<file path="config.mk">
export PLATFORM = sky130hd
export DESIGN_NAME = datapoint_memory_arbiter
export DESIGN_NICKNAME = d
export VERILOG_FILES = /design/src/rtl/datapoint_memory_arbiter.sv
export SDC_FILE = /design/constraint.sdc
export NUM_CORES = 1
export LEC_CHECK = 0
export CORE_MARGIN = 4
export CORE_UTILIZATION = 37
export DETAILED_ROUTE_END_ITERATION = 7
export GPL_TIMING_DRIVEN = 0
export PLACE_DENSITY = 0.91
export SETUP_SLACK_MARGIN = 0.05
export SLEW_MARGIN = 20
export SYNTH_ARGS = -nofsm -noshare
export SYNTH_HDL_FRONTEND = slang
export SYNTH_SLANG_ARGS = --single-unit
export TNS_END_PERCENT = 10
</file>
<file path="constraint.sdc">
create_clock -name clock -period 3.1 [get_ports clock]
set_input_delay 0.62 -clock clock [delete_from_list [all_inputs] [get_ports clock]]
set_output_delay 0.62 -clock clock [all_outputs]
set_load 0.02 [all_outputs]
</file>
<file path="src/rtl/datapoint_memory_arbiter.sv">
// datapoint_memory_arbiter: shares one datapoint memory port between host single-word writes and two neuron burst readers
// Ports: clock, reset (async, active-low); io_wr*: host write request; io_rd0*/io_rd1*: burst read request plus
// response strobes; io_rdRespData: shared response word; io_busy: not IDLE; io_mem_*: memory port, 1-cycle read latency.
module datapoint_memory_arbiter #(
  parameter int DATA_W = 18,
  parameter int ADDR_W = 10,
  parameter int LEN_W = 8
) (
  input  logic              clock,
  input  logic              reset,
  input  logic              io_wrReqValid,
  output logic              io_wrReqReady,
  input  logic [ADDR_W-1:0] io_wrAddr,
  input  logic [DATA_W-1:0] io_wrData,
  input  logic              io_rd0ReqValid,
  output logic              io_rd0ReqReady,
  input  logic [ADDR_W-1:0] io_rd0Base,
  input  logic [LEN_W-1:0]  io_rd0Len,
  input  logic              io_rd1ReqValid,
  output logic              io_rd1ReqReady,
  input  logic [ADDR_W-1:0] io_rd1Base,
  input  logic [LEN_W-1:0]  io_rd1Len,
  output logic              io_rd0RespValid,
  output logic              io_rd0RespLast,
  output logic              io_rd1RespValid,
  output logic              io_rd1RespLast,
  output logic [DATA_W-1:0] io_rdRespData,
  output logic              io_busy,
  output logic              io_mem_wrEna,
  output logic [ADDR_W-1:0] io_mem_Addr,
  output logic [DATA_W-1:0] io_mem_dataIn,
  input  logic [DATA_W-1:0] io_mem_rdData
);
  typedef enum logic [1:0] {IDLE, BURST, DRAIN} state_t;
  state_t state, nextState;
  logic [LEN_W-1:0] count, len;
  logic [ADDR_W-1:0] base;
  logic owner, ptr, starve, respValid, respLast;
  logic anyRd, winner, grantRd, wrAcc;
  // grants are gated by reset so combinational outputs stay 0 while reset is asserted
  always_comb begin
    anyRd = io_rd0ReqValid | io_rd1ReqValid;
    winner = (io_rd0ReqValid & io_rd1ReqValid) ? ptr : io_rd1ReqValid;
    grantRd = reset && state == IDLE && anyRd && (!io_wrReqValid || starve);
    wrAcc = reset && state == IDLE && io_wrReqValid && !grantRd;
    nextState = state == IDLE ? (grantRd ? BURST : IDLE) :
                state == BURST ? (count == len ? DRAIN : BURST) : IDLE;
  end
  always_ff @(posedge clock or negedge reset) begin
    if (!reset) begin
      state <= IDLE;
      count <= '0;
      len <= '0;
      base <= '0;
      owner <= 1'b0;
      ptr <= 1'b0;
      starve <= 1'b0;
      respValid <= 1'b0;
      respLast <= 1'b0;
    end else begin
      state <= nextState;
      count <= (state == BURST && count != len) ? count + 1'b1 : '0;
      respValid <= state == BURST;
      respLast <= state == BURST && count == len;
      if (wrAcc && anyRd) starve <= 1'b1;
      if (grantRd) begin
        starve <= 1'b0;
        ptr <= !winner;
        owner <= winner;
        base <= winner ? io_rd1Base : io_rd0Base;
        len <= winner ? io_rd1Len : io_rd0Len;
      end
    end
  end
  assign io_wrReqReady = wrAcc;
  assign io_rd0ReqReady = grantRd && !winner;
  assign io_rd1ReqReady = grantRd && winner;
  assign io_busy = state != IDLE;
  assign io_mem_wrEna = wrAcc;
  assign io_mem_Addr = wrAcc ? io_wrAddr : state == BURST ? base + ADDR_W'(count) : '0;
  assign io_mem_dataIn = wrAcc ? io_wrData : '0;
  assign io_rd0RespValid = respValid && !owner;
  assign io_rd1RespValid = respValid && owner;
  assign io_rd0RespLast = respLast && !owner;
  assign io_rd1RespLast = respLast && owner;
  assign io_rdRespData = respValid ? io_mem_rdData : '0;
endmodule

</file>
==> impl_results.md <==
* Run status: completed
* Required @ worst endpoint at 2480 ps
* Final hold violations at 0
* RSZ-0062 raised after global routing: yes
* Filler Cell Count at 487
* Area fraction in compound gates after synthesis at 13.4%
* Number of nets produced by synthesis at 359
* Total number of H-tree levels at 2
* Gpl congestion at 0.863
* Number of nets with antenna violations after routing at 0
* Number of antenna violations at the first check in global routing at 0
* HPWL after DPL at 5590 um
* Mean cell area of the mapped netlist at 8.77 sq um
* Synth Register Bits at 33
* Mean number of vias per cell at 4.77
* I/O pins at 142
* Clock Sink Count at 33
* Total length of routed wires at 6830 um
* Leading post-synthesis cells by cell area: sky130_fd_sc_hd__dfrtp_1 (36%), sky130_fd_sc_hd__and2_1 (11%), sky130_fd_sc_hd__mux2i_1 (7.8%)
* Initial standard-cell utilization of the core at 38.6%
* Die area at 0.00753 sq mm
* Leakage at 1.80 nW
* Total power draw at 3.00 mW
* Number of global-route vias before repair at 2336
* Post-synth EDFFs at 0
* Share of Yosys cell area claimed by the top area cell type at 35.9%
* Critical path endpoint category: output port
* Syn. warnings at 0
* Total global routing track utilization at 18.2%
* Final design instance area without fill at 0.00393 sq mm
* Pre-Repair DR Iteration Count at 4
* Most frequent cell after synthesis: sky130_fd_sc_hd__and2_1
* CTS clk-pin slew, worst paths at 60 ps
* Wire per inst at 14.0 um
* Worst Path Arrival at 2400 ps
* Final Util at 66.1%
* Maximum root-to-sink buffer count at 2
* Number of I/O port buffers at 141
* Element type at the critical path start: register
* First-pass GRT wire length at 10900 um
* Die X at 86.8 um
* Maximum achievable frequency at 331 MHz
* Top cell types by occurrence after synthesis: sky130_fd_sc_hd__and2_1 (39), sky130_fd_sc_hd__nor2_1 (34), sky130_fd_sc_hd__dfrtp_1 (33), sky130_fd_sc_hd__a21oi_1 (23), sky130_fd_sc_hd__mux2i_1 (18)
* Share of cells above drive strength 1 at 8.27%
* Seq/Total Area, Yosys at 35.9%
* Transition time at the pin with the least slew margin at 353 ps
* GRT overflow at 0
* Number of design-rule violations left by the first detailed-router iteration at 76
* Top FF cell, synth: sky130_fd_sc_hd__dfrtp_1
* CTS Buf Count at 5
* Placement-stage cell area at 0.00380 sq mm
* Post-synthesis share of cell area spent on xor and xnor gates at 7.24%
* Number of placement rows at 28
* Fraction of the mapped netlist area in simple logic gates at 25.3%
* Crit Path Category: reg -> out
* Layout Area Growth over Synthesis at 71.2%
* Pwr per Cell Area at 762 mW/mm^2
* Root Buffer: sky130_fd_sc_hd__clkbuf_8
* Post-route clock period utilization at 97.4%
* Mux cell area share after synthesis at 8.33%
* Die height at 86.8 um
* Final number of setup-violating endpoints at 0
* Post-route clock skew at 6.16 ps
* Fraction of the mapped netlist area in adder cells at 5.77%
* Max rail drop VDD at 0.000596 V
* Worst rel slew slack at 76.5%
* Post-route DRC violation count at 0
* Main combinational cell family by area after synthesis: simple AND/OR/NAND/NOR gates
* Largest net degree at the start of global routing at 35
* Quantity of hold-fixing buffers added after cts at 0
* Number of antenna cells inserted at 0
* Post-Syn Instances at 262
* Final worst path period need at 3020 ps
* Post-synth ARST share at 100%
* CTS tree: built
* Core Footprint at 0.00596 sq mm
* Post-Synthesis Cell Area at 0.00230 sq mm
* Worst-path fanout max at 6
* Max-slew violations at 0
* Clock insertion delay at the later pin of the skew report at 290 ps
* Sum of negative setup slack at 0 ps
* Worst slack on hold paths at 151 ps
* Total via count in the routed design at 2316
* Path class of the lowest-slack min-delay path: in -> async
* Unique masters post-synth at 37
* Top cell type by total area after synthesis: sky130_fd_sc_hd__dfrtp_1
* Maximum capacitance violations at 0
* Number of nets in the layout at 508
## final timing paths
path | end | cells after the start | slack, ps | from
setup / recovery | io_mem_Addr[7] | 7 | 80 | count[1]$_DFF_PN0_
setup reg to reg | len[5]$_DFFE_PN0P_ | 6 | 1460 | state[0]$_DFF_PN0_
hold reg to reg | ptr$_DFFE_PN0P_ | 2 | 490 | ptr$_DFFE_PN0P_
hold / removal | base[9]$_DFFE_PN0P_ | 1 | 150 | reset
max in group asynchronous | count[1]$_DFF_PN0_ | 1 | 2760 | reset
min in group clock | ptr$_DFFE_PN0P_ | 2 | 490 | ptr$_DFFE_PN0P_
## sequential cells by signal, indices dropped and copies added, names as in the netlist
signal / flops
base: 10
count: 8
len: 8
owner: 1
ptr: 1
respLast: 1
respValid: 1
starve: 1
state: 2
## through the flow
step                instances  worst slack [ps]
finish                    486              81.7
global route              486             -45.7
CTS                       485              52.9
detailed placement        478              -773
global placement          478             -1550
floorplan                 262               441
## worst max-delay path, cell delays in order (launching register included)
cell	delay, ps
sky130_fd_sc_hd__dfrtp_2	460
sky130_fd_sc_hd__ha_1	310
sky130_fd_sc_hd__a21oi_1	190
sky130_fd_sc_hd__nand4b_1	220
sky130_fd_sc_hd__a21oi_2	90
sky130_fd_sc_hd__or3_1	340
sky130_fd_sc_hd__a32o_1	250
sky130_fd_sc_hd__clkdlybuf4s15_2	250
## layout make-up
| type | instances | area, sq um | share of cell area (%) |
|---|---|---|---|
| timing repair buffer | 142 | 1420 | 36.0 |
| multi-input combinational | 209 | 1410 | 35.8 |
| inverter | 7 | 26.3 | 0.668 |
| clock buffer | 7 | 86.3 | 2.19 |
| tap | 75 | 93.8 | 2.39 |
| sequential | 33 | 828 | 21.1 |
| buffer | 13 | 75.1 | 1.91 |
## per-layer routing
metal | up-vias | track usage, % | wire length (um)
li1 | 1180 | - | -
met1 | 1058 | 21.2 | 2740
met2 | 69 | 33.3 | 3510
met3 | 9 | 4.09 | 480
met4 | 0 | 5.10 | 94
met5 | - | 0 | 0
## where the power goes
part           total, mW  internal, mW  switching [mW]
clock              0.319         0.176           0.144
sequential         0.761         0.609           0.152
combinational       1.92         0.919           0.999
total               3.00          1.70            1.29
## placed cells by master, fill, tap and decap left out, drive strengths merged, types with 2 or more instances in the layout
cell | synthesis | routed
clkdlybuf4s50 | 0 | 124
and2 | 39 | 39
nor2 | 34 | 34
dfrtp | 33 | 33
a21oi | 25 | 25
mux2i | 18 | 18
xor2 | 14 | 14
nand2 | 13 | 13
buf | 10 | 13
o21ai | 11 | 11
clkbuf | 3 | 11
dlygate4sd2 | 0 | 9
ha | 9 | 9
inv | 6 | 6
nand2b | 5 | 5
xnor2 | 5 | 5
nand3 | 5 | 5
nor2b | 4 | 4
and3 | 4 | 4
a21o | 3 | 3
dlymetal6s2s | 0 | 3
or2 | 2 | 2
or3 | 2 | 2
a32o | 2 | 2
a211oi | 2 | 2
nor4 | 2 | 2
clkdlybuf4s15 | 0 | 2
## what timing repair did
item | in CTS | in global routing
endpoints found under the setup margin | 32 | 19
resized for setup | 33 | 10
buffers inserted | 0 | 1
## kinds of logic (layout without fill, tap and decap cells)
group           after synthesis  in the layout
compound gates               49             49
flops                        33             33
simple gates                112            112
mux                          19             19
fa+ha+maj                    10             10
buf+inv                      20            169
xor+xnor                     19             19
Note: power is estimated with default switching activity, not from simulation.
